--- src/rtl/m3_power_seq_pkg.sv ---
// m3_power_seq_pkg: shared types and constants for the M3 power sequencer.
//   state_t     : sequencer states (ST_REL only with M3_PWR_SEQ_RESET_EN)
//   rails_t     : the three rail enables as one packed word
//   DLY_RST_DEF : default step delay after reset (clk cycles)
//   rails_of()  : rail enables owned by each state
//   is_idle()   : OFF and ON are the only non-sequencing states
// Optional feature macro: M3_PWR_SEQ_RESET_EN
package m3_power_seq_pkg;

    localparam logic [15:0] DLY_RST_DEF = 16'd1000;

`ifdef M3_PWR_SEQ_RESET_EN
    typedef enum logic [3:0] {
        ST_OFF, ST_UP_VB, ST_UP_12, ST_UP_06, ST_REL,
        ST_ON, ST_DN_06, ST_DN_12, ST_DN_VB
    } state_t;
`else
    typedef enum logic [3:0] {
        ST_OFF, ST_UP_VB, ST_UP_12, ST_UP_06,
        ST_ON, ST_DN_06, ST_DN_12, ST_DN_VB
    } state_t;
`endif

    typedef struct packed {
        logic vbatt;
        logic v1p2;
        logic v0p6;
    } rails_t;

    // Rails are a pure function of state, so the ordering
    // 0P6 -> 1P2 -> VBATT holds by construction in every state.
    function automatic rails_t rails_of(input state_t s);
        rails_t r;
        r = '0;
        case (s)
            ST_UP_VB, ST_DN_12: begin
                r.vbatt = 1'b1;
            end
            ST_UP_12, ST_DN_06: begin
                r.vbatt = 1'b1;
                r.v1p2  = 1'b1;
            end
            ST_UP_06, ST_ON: begin
                r = '1;
            end
`ifdef M3_PWR_SEQ_RESET_EN
            ST_REL: begin
                r = '1;
            end
`endif
            default: begin
                r = '0;
            end
        endcase
        return r;
    endfunction

    function automatic logic is_idle(input state_t s);
        return (s == ST_OFF) || (s == ST_ON);
    endfunction

endpackage

--- src/rtl/m3_power_seq_if.sv ---
// m3_power_seq_if: request/config/status bundle of the M3 power sequencer.
//   pwr_on_req, pwr_off_req : single-cycle request pulses
//   cfg_we, cfg_dly         : step-delay register write
//   vbatt_sw, v1p2_sw, v0p6_sw : rail enables (1 = on)
//   busy, pwr_good, done    : sequencer status
//   m3_reset                : M3 core reset (only with M3_PWR_SEQ_RESET_EN)
// master = requester side, slave = sequencer side.
interface m3_power_seq_if #(
    parameter int unsigned DLY_W = 16
) ();

    logic             pwr_on_req;
    logic             pwr_off_req;
    logic             cfg_we;
    logic [DLY_W-1:0] cfg_dly;
    logic             vbatt_sw;
    logic             v1p2_sw;
    logic             v0p6_sw;
    logic             busy;
    logic             pwr_good;
    logic             done;
`ifdef M3_PWR_SEQ_RESET_EN
    logic             m3_reset;
`endif

    modport master (
        output pwr_on_req, pwr_off_req, cfg_we, cfg_dly,
`ifdef M3_PWR_SEQ_RESET_EN
        input  m3_reset,
`endif
        input  vbatt_sw, v1p2_sw, v0p6_sw, busy, pwr_good, done
    );

    modport slave (
        input  pwr_on_req, pwr_off_req, cfg_we, cfg_dly,
`ifdef M3_PWR_SEQ_RESET_EN
        output m3_reset,
`endif
        output vbatt_sw, v1p2_sw, v0p6_sw, busy, pwr_good, done
    );

endinterface

--- src/rtl/pwr_seq_timer.sv ---
// pwr_seq_timer: step-delay down-counter.
//   clk, reset : system clock, synchronous active-high reset (count -> 0)
//   load       : load load_val this cycle
//   load_val   : step delay D
//   zero       : count is 0 (last cycle of the current step)
// The count holds at 0 instead of wrapping, so a full-scale D runs its
// whole length and an idle timer stays quiescent.
module pwr_seq_timer #(
    parameter int unsigned W = 16
) (
    input  logic         clk,
    input  logic         reset,
    input  logic         load,
    input  logic [W-1:0] load_val,
    output logic         zero
);

    logic [W-1:0] cnt;

    always_ff @(posedge clk) begin
        if (reset) begin
            cnt <= '0;
        end else if (load) begin
            cnt <= load_val;
        end else if (cnt != '0) begin
            cnt <= cnt - W'(1);
        end
    end

    assign zero = (cnt == '0);

endmodule

--- src/rtl/m3_power_seq.sv ---
// m3_power_seq: ordered power-up/power-down of the M3 rails
// (VBATT -> 1P2 -> 0P6 up, reverse down), each step D+1 clk cycles.
//   clk   : system clock, rising edge
//   reset : synchronous active-high reset; drops all rails at once
//   bus   : m3_power_seq_if.slave (requests, step-delay config, rails, status)
// Parameters: DLY_W (delay width), DLY_RST (step delay after reset).
// Optional feature macro M3_PWR_SEQ_RESET_EN adds bus.m3_reset and the REL
// state that holds the M3 in reset for one extra step after 0P6 comes up.
// All outputs are registered from the next-state value.
module m3_power_seq
    import m3_power_seq_pkg::*;
#(
    parameter int unsigned      DLY_W   = 16,
    parameter logic [DLY_W-1:0] DLY_RST = DLY_W'(DLY_RST_DEF)
) (
    input logic           clk,
    input logic           reset,
    m3_power_seq_if.slave bus
);

    state_t           state;
    state_t           state_nxt;
    logic [DLY_W-1:0] dly_cfg;
    logic [DLY_W-1:0] dly_act;
    logic             on_req;
    logic             off_req;
    logic             step_done;
    logic             leave_idle;
    logic             tmr_load;
    logic [DLY_W-1:0] tmr_val;
    rails_t           rails_q;
    logic             busy_q;
    logic             pwr_good_q;
    logic             done_q;

    // Off wins when both requests arrive together.
    assign off_req = bus.pwr_off_req;
    assign on_req  = bus.pwr_on_req & ~bus.pwr_off_req;

    always_ff @(posedge clk) begin
        if (reset) begin
            state <= ST_OFF;
        end else begin
            state <= state_nxt;
        end
    end

    always_comb begin
        state_nxt = state;
        case (state)
            ST_OFF: begin
                if (on_req) state_nxt = ST_UP_VB;
            end
            ST_UP_VB: begin
                if (off_req)        state_nxt = ST_DN_VB;
                else if (step_done) state_nxt = ST_UP_12;
            end
            ST_UP_12: begin
                if (off_req)        state_nxt = ST_DN_12;
                else if (step_done) state_nxt = ST_UP_06;
            end
            ST_UP_06: begin
                if (off_req)        state_nxt = ST_DN_06;
`ifdef M3_PWR_SEQ_RESET_EN
                else if (step_done) state_nxt = ST_REL;
`else
                else if (step_done) state_nxt = ST_ON;
`endif
            end
`ifdef M3_PWR_SEQ_RESET_EN
            ST_REL: begin
                if (off_req)        state_nxt = ST_DN_06;
                else if (step_done) state_nxt = ST_ON;
            end
`endif
            ST_ON: begin
                if (off_req) state_nxt = ST_DN_06;
            end
            ST_DN_06: begin
                if (step_done) state_nxt = ST_DN_12;
            end
            ST_DN_12: begin
                if (step_done) state_nxt = ST_DN_VB;
            end
            ST_DN_VB: begin
                if (step_done) state_nxt = ST_OFF;
            end
            default: begin
                state_nxt = ST_OFF;
            end
        endcase
    end

    // The active delay is captured only when a sequence starts; the first
    // step of that sequence must see the fresh value, so it bypasses dly_act.
    always_comb begin
        leave_idle = is_idle(state) && (state_nxt != state);
        tmr_load   = (state_nxt != state) && !is_idle(state_nxt);
        tmr_val    = leave_idle ? dly_cfg : dly_act;
    end

    pwr_seq_timer #(
        .W (DLY_W)
    ) u_timer (
        .clk      (clk),
        .reset    (reset),
        .load     (tmr_load),
        .load_val (tmr_val),
        .zero     (step_done)
    );

    always_ff @(posedge clk) begin
        if (reset) begin
            dly_cfg <= DLY_RST;
            dly_act <= DLY_RST;
        end else begin
            if (bus.cfg_we) dly_cfg <= bus.cfg_dly;
            if (leave_idle) dly_act <= dly_cfg;
        end
    end

    always_ff @(posedge clk) begin
        if (reset) begin
            rails_q    <= '0;
            busy_q     <= 1'b0;
            pwr_good_q <= 1'b0;
            done_q     <= 1'b0;
        end else begin
            rails_q    <= rails_of(state_nxt);
            busy_q     <= !is_idle(state_nxt);
            pwr_good_q <= (state_nxt == ST_ON);
            done_q     <= (state_nxt != state) && is_idle(state_nxt);
        end
    end

`ifdef M3_PWR_SEQ_RESET_EN
    logic m3_reset_q;

    always_ff @(posedge clk) begin
        if (reset) begin
            m3_reset_q <= 1'b1;
        end else begin
            m3_reset_q <= (state_nxt != ST_ON);
        end
    end

    assign bus.m3_reset = m3_reset_q;
`endif

    assign bus.vbatt_sw = rails_q.vbatt;
    assign bus.v1p2_sw  = rails_q.v1p2;
    assign bus.v0p6_sw  = rails_q.v0p6;
    assign bus.busy     = busy_q;
    assign bus.pwr_good = pwr_good_q;
    assign bus.done     = done_q;

endmodule

--- src/flat_wrapper.sv ---
// flat-port wrapper written by rule: the top's interface ports become plain ports
module m3_power_seq_flat import m3_power_seq_pkg::*;
#(
    parameter int unsigned      DLY_W   = 16,
    parameter logic [DLY_W-1:0] DLY_RST = DLY_W'(DLY_RST_DEF)
)
  (clk, reset, bus_pwr_on_req, bus_pwr_off_req, bus_cfg_we, bus_cfg_dly, bus_vbatt_sw, bus_v1p2_sw, bus_v0p6_sw, bus_busy, bus_pwr_good, bus_done);
  m3_power_seq_if #(.DLY_W(DLY_W)) bus_i ();
  input logic clk;
  input logic reset;
  input wire logic [$bits(bus_i.pwr_on_req)-1:0] bus_pwr_on_req;
  input wire logic [$bits(bus_i.pwr_off_req)-1:0] bus_pwr_off_req;
  input wire logic [$bits(bus_i.cfg_we)-1:0] bus_cfg_we;
  input wire logic [$bits(bus_i.cfg_dly)-1:0] bus_cfg_dly;
  output wire logic [$bits(bus_i.vbatt_sw)-1:0] bus_vbatt_sw;
  output wire logic [$bits(bus_i.v1p2_sw)-1:0] bus_v1p2_sw;
  output wire logic [$bits(bus_i.v0p6_sw)-1:0] bus_v0p6_sw;
  output wire logic [$bits(bus_i.busy)-1:0] bus_busy;
  output wire logic [$bits(bus_i.pwr_good)-1:0] bus_pwr_good;
  output wire logic [$bits(bus_i.done)-1:0] bus_done;
  assign bus_i.pwr_on_req = bus_pwr_on_req;
  assign bus_i.pwr_off_req = bus_pwr_off_req;
  assign bus_i.cfg_we = bus_cfg_we;
  assign bus_i.cfg_dly = bus_cfg_dly;
  assign bus_vbatt_sw = bus_i.vbatt_sw;
  assign bus_v1p2_sw = bus_i.v1p2_sw;
  assign bus_v0p6_sw = bus_i.v0p6_sw;
  assign bus_busy = bus_i.busy;
  assign bus_pwr_good = bus_i.pwr_good;
  assign bus_done = bus_i.done;
  m3_power_seq #(.DLY_W(DLY_W), .DLY_RST(DLY_RST)) u_core (.clk(clk), .reset(reset), .bus(bus_i));
endmodule
--- config.mk ---
export PLATFORM = sky130hd
export DESIGN_NAME = m3_power_seq_flat
export DESIGN_NICKNAME = d
export VERILOG_FILES = /design/src/rtl/m3_power_seq_pkg.sv /design/src/rtl/m3_power_seq_if.sv /design/src/rtl/pwr_seq_timer.sv /design/src/rtl/m3_power_seq.sv /design/src/flat_wrapper.sv
export SDC_FILE = /design/constraint.sdc
export NUM_CORES = 1
export LEC_CHECK = 0
export ABC_AREA = 1
export CORE_ASPECT_RATIO = 1.2
export CORE_MARGIN = 10
export CORE_UTILIZATION = 40
export CTS_BUF_LIST = sky130_fd_sc_hd__clkbuf_4
export DETAILED_ROUTE_END_ITERATION = 10
export DONT_BUFFER_PORTS = 1
export SYNTH_ARGS = -nofsm -noshare
export SYNTH_HDL_FRONTEND = slang
export SYNTH_SLANG_ARGS = --single-unit
--- constraint.sdc ---
create_clock -name clk -period 2.8 [get_ports clk]
set_input_delay 0.84 -clock clk [delete_from_list [all_inputs] [get_ports clk]]
set_output_delay 0.84 -clock clk [all_outputs]
set_load 0.005 [all_outputs]
# After elaboration in Yosys (flattened, before gate mapping)
# Index checks and enable logic that the tools add are counted.
[totals]
regBits = 58
inputBits = 21
out_inout_bits = 6
[classes]
n_addsub = 1
eq_ne = 14
muxes = 18
bitwise_logic = 2
n_reduce_logical = 14
[op_table]
columns = ["operator", "count"]
rows = [
  ["16-bit two-way mux", 3],
  ["4-bit two-way mux", 11],
  ["4-bit one-hot mux with 8 select lines", 1],
  ["4-bit by 3-bit == test with 1-bit output (second input constant)", 7],
  ["4-bit by 2-bit == test with 1-bit output (second input constant)", 4],
  ["16-bit logical NOT", 1],
  ["16-bit nonzero test", 1],
  ["16-bit by 1-bit subtractor with 16-bit output (second input constant)", 1],
  ["4-bit by 1-bit == test with 1-bit output (second input constant)", 2],
  ["4-bit logical NOT", 2],
  ["6-bit OR reduction", 1],
  ["4-bit inequality test", 1],
  ["4-bit OR reduction", 1],
  ["1-bit logical AND", 3],
  ["1-bit two-way mux", 3],
  ["1-bit logical OR", 2],
  ["2-bit nonzero test", 1],
  ["2-bit OR reduction", 1],
  ["1-bit AND", 1],
  ["1-bit logical NOT", 1],
  ["1-bit NOT", 1],
]

# Longest topological paths before layout
[logic_depth]
ltp_word = 9
depth_mapped = 19

# Cells and area by module
# Synthesis repeated with hierarchy kept, for this count alone.
[unflattened]
cells_unflattened = 443
hier_area_um2 = 2981.6
[by_module_without_submodules]
columns = ["module", "instances", "cells_each", "area_each_um2", "seq_area_each_um2"]
rows = [
  ["m3_power_seq", 1, 264, 1866.8, 840.8],
  ["pwr_seq_timer", 1, 179, 1114.8, 320.3],
]

# Least setup slack after synthesis
# No wires, ideal clock.
[synth_timing]
path_type = "in2reg"
start = "input port bus_pwr_on_req"
end = "register u_core.u_timer.cnt[9]"
setup_ps = 109
arrival_time_ps = 2008
required_ps = 2691
path_slack_ps = 683
path_stages = 14
path_buffers = 2
path_cell_list = "a21oi_1 or2_2 nand2_1 nand2_1 nand3_1 nand2_1 inv_2 nand2_8 nand2_4 buf_6 buf_8 a21oi_2 nand2_1 inv_1"
[synth_via]
elab_chain_len = 8
elab_cells_between_ends = 13
[synth_lines]
columns = ["item", "line_no", "source"]
rows = [
  ["start: declaration", "flat_wrapper.sv:11", "input wire logic [$bits(bus_i.pwr_on_req)-1:0] bus_pwr_on_req;"],
  ["1-bit AND (*)", "m3_power_seq.sv:38", "assign on_req = bus.pwr_on_req & ~bus.pwr_off_req;"],
  ["4-bit two-way mux (*)", "m3_power_seq.sv:52", "if (on_req) state_nxt = ST_UP_VB;"],
  ["4-bit one-hot mux with 8 select lines (*)", "m3_power_seq.sv:50", "case (state)"],
  ["4-bit by 3-bit == test with 1-bit output or 4-bit logical NOT (tied branches)", "m3_power_seq_pkg.sv:59", "return (s == ST_OFF) || (s == ST_ON);"],
  ["1-bit logical OR", "m3_power_seq_pkg.sv:59", ""],
  ["1-bit logical NOT", "m3_power_seq.sv:98", "tmr_load = (state_nxt != state) && !is_idle(state_nxt);"],
  ["1-bit logical AND", "m3_power_seq.sv:98", ""],
  ["16-bit two-way mux or 2-bit nonzero test (tied branches)", "-", ""],
  ["end signal: assignment", "pwr_seq_timer.sv:24", "cnt <= load_val;"],
  ["end signal: assignment", "pwr_seq_timer.sv:26", "cnt <= cnt - W'(1);"],
  ["end: declaration", "pwr_seq_timer.sv:18", "logic [W-1:0] cnt;"],
]
# Mark *: on every way between the ends. The rest lies on a longest branch, timed or not.
# A chain may end at the register's enable or synchronous reset.

# Worst setup path after layout
[layout_timing]
start = "register u_core.u_timer.cnt[0]"
end = "register u_core.u_timer.cnt[7]"
[layout_via]
elab_chain_len = 9
elab_cells_between_ends = 24
[layout_lines]
columns = ["item", "line_no", "source"]
rows = [
  ["16-bit logical NOT", "pwr_seq_timer.sv:30", "assign zero = (cnt == '0);"],
  ["4-bit two-way mux (on tied branches)", "m3_power_seq.sv:67, m3_power_seq.sv:56, m3_power_seq.sv:60", ""],
  ["4-bit two-way mux (on tied branches)", "m3_power_seq.sv:63, m3_power_seq.sv:55, m3_power_seq.sv:59", ""],
  ["4-bit one-hot mux with 8 select lines", "m3_power_seq.sv:50", ""],
  ["4-bit by 3-bit == test with 1-bit output or 4-bit logical NOT (tied branches)", "m3_power_seq_pkg.sv:59", ""],
  ["1-bit logical OR", "m3_power_seq_pkg.sv:59", ""],
  ["1-bit logical NOT", "m3_power_seq.sv:98", ""],
  ["1-bit logical AND", "m3_power_seq.sv:98", ""],
  ["16-bit two-way mux or 2-bit nonzero test (tied branches)", "-", ""],
]
# Parallel ways exist; a longest one is shown, timed or not. The select of a mux whose other input is x is not followed.

==> summary.md <==
| Metric | Value |
|---|---|
| Total global-route track usage | 11.6% |
| DR DRC count | 0 |
| Core region area | 6810 um^2 |
| Critical Path Max Stage Delay | 310 ps |
| Pwr/cell area | 883 nW/um^2 |
| Worst Path Arrival | 2690 ps |
| Pre-CTS setup slack | 377 ps |
| TritonCTS clock tree | built |
| Min Tclk post-route | 2400 ps |
| Clock Latency Late Sink | 390 ps |
| Post-synthesis cell type count | 33 |
| Pleak | 1.40 nW |
| Die height | 111 um |
| GR Overflow Total | 0 |
| TritonCTS Sinks | 58 |
| Syn Area/Cell | 7.23 um^2 |
| CP dominant cell by count | nand2_1 |
| Register area share after synthesis | 41.7% |
| Outcome | complete, no violations |
| Iteration-0 DRC Markers | 161 |
| Worst VDD drop | 347 uV |
| Slowest stage cell, crit path | dfxtp_1 |
| Total Wirelength | 5660 um |
| R2R Setup Slk | 400 ps |
| Worst Setup Path Type | reg2reg |
| Max-Cap Viols | 0 |
| Syn nets | 407 |
| Post-DP HPWL | 4060 um |
| Vias | 2315 |
| CP endpoint kind | flop |
| Root Buffer | clkbuf_4 |
| Worst Slack Setup Final | 400 ps |
| Final Setup Violations | 0 |
| Cts hold-fix bufs | 0 |
| Placer congestion estimate | 0.820 |
| Synthesized cell area | 2780 um^2 |
| Yosys reg bits | 58 |
| IO Port Bufs | 0 |
| Crit path cell chain | inv_1, ha_1, nand2_4, nor2_4, nand2_4, nand2_1, nand2_1, nand2_2, nand3_2, nand2_1, inv_2, nand2_8, nand2_4, inv_2, nand3_1, nand2_1, inv_1 |
| Initial antenna violation count | 0 |
| Final hold violations | 0 |
| Unrepaired setup endpoints after global routing | no |
| Clock skew | 12.2 ps |
| Number of nets in the layout | 404 |
| CP Buf/Inv Count | 4 |
| Syn Inst Count | 385 |
| Required time of the critical path | 3090 ps |
| Pin count of the biggest net entering global routing | 39 |
| Initial Util | 40.9% |
| Io pins | 27 |
| Routed len/inst | 12.0 um |
| CP Launch Type | flop |
| First drt pass iteration count | 6 |
| Fmax | 417 MHz |
| First-pass GRT wire length | 10100 um |
| Family with the most delay on the worst path | simple AND/OR/NAND/NOR gates |
| Num CTS Buffers | 9 |
| Die Footprint | 10700 um^2 |
| Number of cell rows | 33 |
| CP Max Fanout | 20 |
| Cts repair resizes | 0 |
| Post-synth EDFFs | 0 |
| Routed Antenna Nets | 0 |
| Final slew viol count | 0 |
| Period Utilization, post-route | 85.7% |
| DP Cell Count | 458 |
| Top_reg_cell synth | dfxtp_1 |
| Area grow syn2layout | 6.43% |
| Non-filler cells in the finished layout | 473 |
| Fill cells | 714 |
| Post-CTS setup buffer count | 0 |
| Total Neg Setup Slack | 0 ps |
| Vias/cell | 4.89 |
| Worst-path clk slew | 90 ps |
| Yosys warning count | 0 |
| Die X | 96.2 um |
| Max clock buf depth | 2 |
| Share of cells above drive strength 1 | 11.4% |
| H-tree levels | 3 |
| Vias in the first global route | 2289 |
| Worst min path class | reg2reg |
| Ys async rst share | 0% |
| Antenna Cells | 0 |
## final timing paths
check	from	endpoint	cells after the start
max	u_core.u_timer.cnt[0]$_SDFFE_PP0P_	u_core.u_timer.cnt[7]$_SDFFE_PP0P_	17
min	u_core.dly_act[6]$_SDFF_PP1_	u_core.dly_act[6]$_SDFF_PP1_	2
max reg2reg	u_core.u_timer.cnt[0]$_SDFFE_PP0P_	u_core.u_timer.cnt[7]$_SDFFE_PP0P_	17
min reg2reg	u_core.dly_act[6]$_SDFF_PP1_	u_core.dly_act[6]$_SDFF_PP1_	2
## layout by cell type, fill, tap and decap left out, types with 5 or more instances in the layout
cell type	instances
a21oi_1	15
nand2_2	5
nand2_1	79
o21ai_0	17
nand2_4	6
nand4_1	9
dfxtp_1	58
xor2_1	6
inv_1	37
clkbuf_4	11
nand3_1	39
nor3_1	6
nor2_1	54
nand3b_1	6
nor2_2	5
## through the flow
| step | util, % | instance area, um^2 | hold slack, ps | power [W] |
|---|---|---|---|---|
| final | 43.5 | 2960 | 457 | 0.00262 |
| after global routing | 43.5 | 2960 | 466 | 0.00285 |
| after detailed placement | 41.3 | 2810 | 439 | 0.00197 |
| after CTS | 43.5 | 2960 | 462 | 0.00264 |
| after global placement | 41.3 | 2810 | 433 | 0.00197 |
| after floorplan | - | 2780 | 424 | 0.00186 |
## cell families after synthesis
logic type	Yosys count	share of synthesized area [%]
AO/OA/AOI/OAI	41	8.31
buffers and inverters	57	8.94
flip-flops	58	41.7
AND/OR/NAND/NOR	217	37.3
adder cells (fa/ha/maj)	1	0.449
other	1	0.135
XOR/XNOR	10	3.15
## cell usage after synthesis (3+ instances only)
master / count / area (um^2)
a21oi_1: 15 / 75.1
clkbuf_1: 10 / 37.5
dfxtp_1: 58 / 1160
inv_1: 37 / 139
inv_2: 3 / 11.3
nand2_1: 79 / 297
nand2_2: 5 / 31.3
nand2_4: 6 / 67.6
nand3_1: 39 / 195
nand3b_1: 6 / 45.0
nand4_1: 9 / 56.3
nor2_1: 54 / 203
nor2_2: 5 / 31.3
nor2_4: 3 / 33.8
nor3_1: 6 / 30.0
o211ai_1: 4 / 30.0
o21ai_0: 17 / 85.1
xnor2_1: 4 / 35.0
xor2_1: 6 / 52.6
## state kept, by name, indices dropped and copies added (netlist names)
name / count
u_core.bus.v1p2_sw: 1
u_core.state: 4
u_core.dly_act: 16
u_core.bus.done: 1
u_core.bus.vbatt_sw: 1
u_core.bus.v0p6_sw: 1
u_core.dly_cfg: 16
u_core.u_timer.cnt: 16
u_core.bus.pwr_good: 1
u_core.bus.busy: 1
## per-layer routing
metal | vias up | track usage (%) | wire, um
li1 | 1227 | - | -
met5 | - | 0 | 0
met3 | 10 | 4.17 | 255
met4 | 0 | 5.62 | 127
met1 | 1040 | 14.0 | 2720
met2 | 38 | 17.7 | 2560
## area by class of cell
type / count / area, um^2 / share of cell area [%]
Multi-Input combinational cell: 270 / 1370 / 46.4
Inverter: 41 / 154 / 5.19
Tap cell: 87 / 109 / 3.67
Clock buffer: 11 / 82.6 / 2.79
Sequential cell: 58 / 1160 / 39.2
Clock inverter: 4 / 67.6 / 2.28
Timing Repair Buffer: 2 / 15.0 / 0.507
## report_power, final
group          internal (W)  total, W  switching (W)
clock              0.000373  0.000658       0.000286
sequential         0.000964   0.00106      0.0000981
combinational      0.000344  0.000894       0.000550
## worst register-to-register path: stages (launching register included)
cell and delay (ps):
dfxtp_1 310, inv_1 100, ha_1 240, nand2_4 100, nor2_4 140, nand2_4 140, nand2_1 90, nand2_1 70
nand2_2 90, nand3_2 70, nand2_1 80, inv_2 60, nand2_8 140, nand2_4 170, inv_2 260, nand3_1 140
nand2_1 70, inv_1 30
Power figures use the tool's default switching activity.
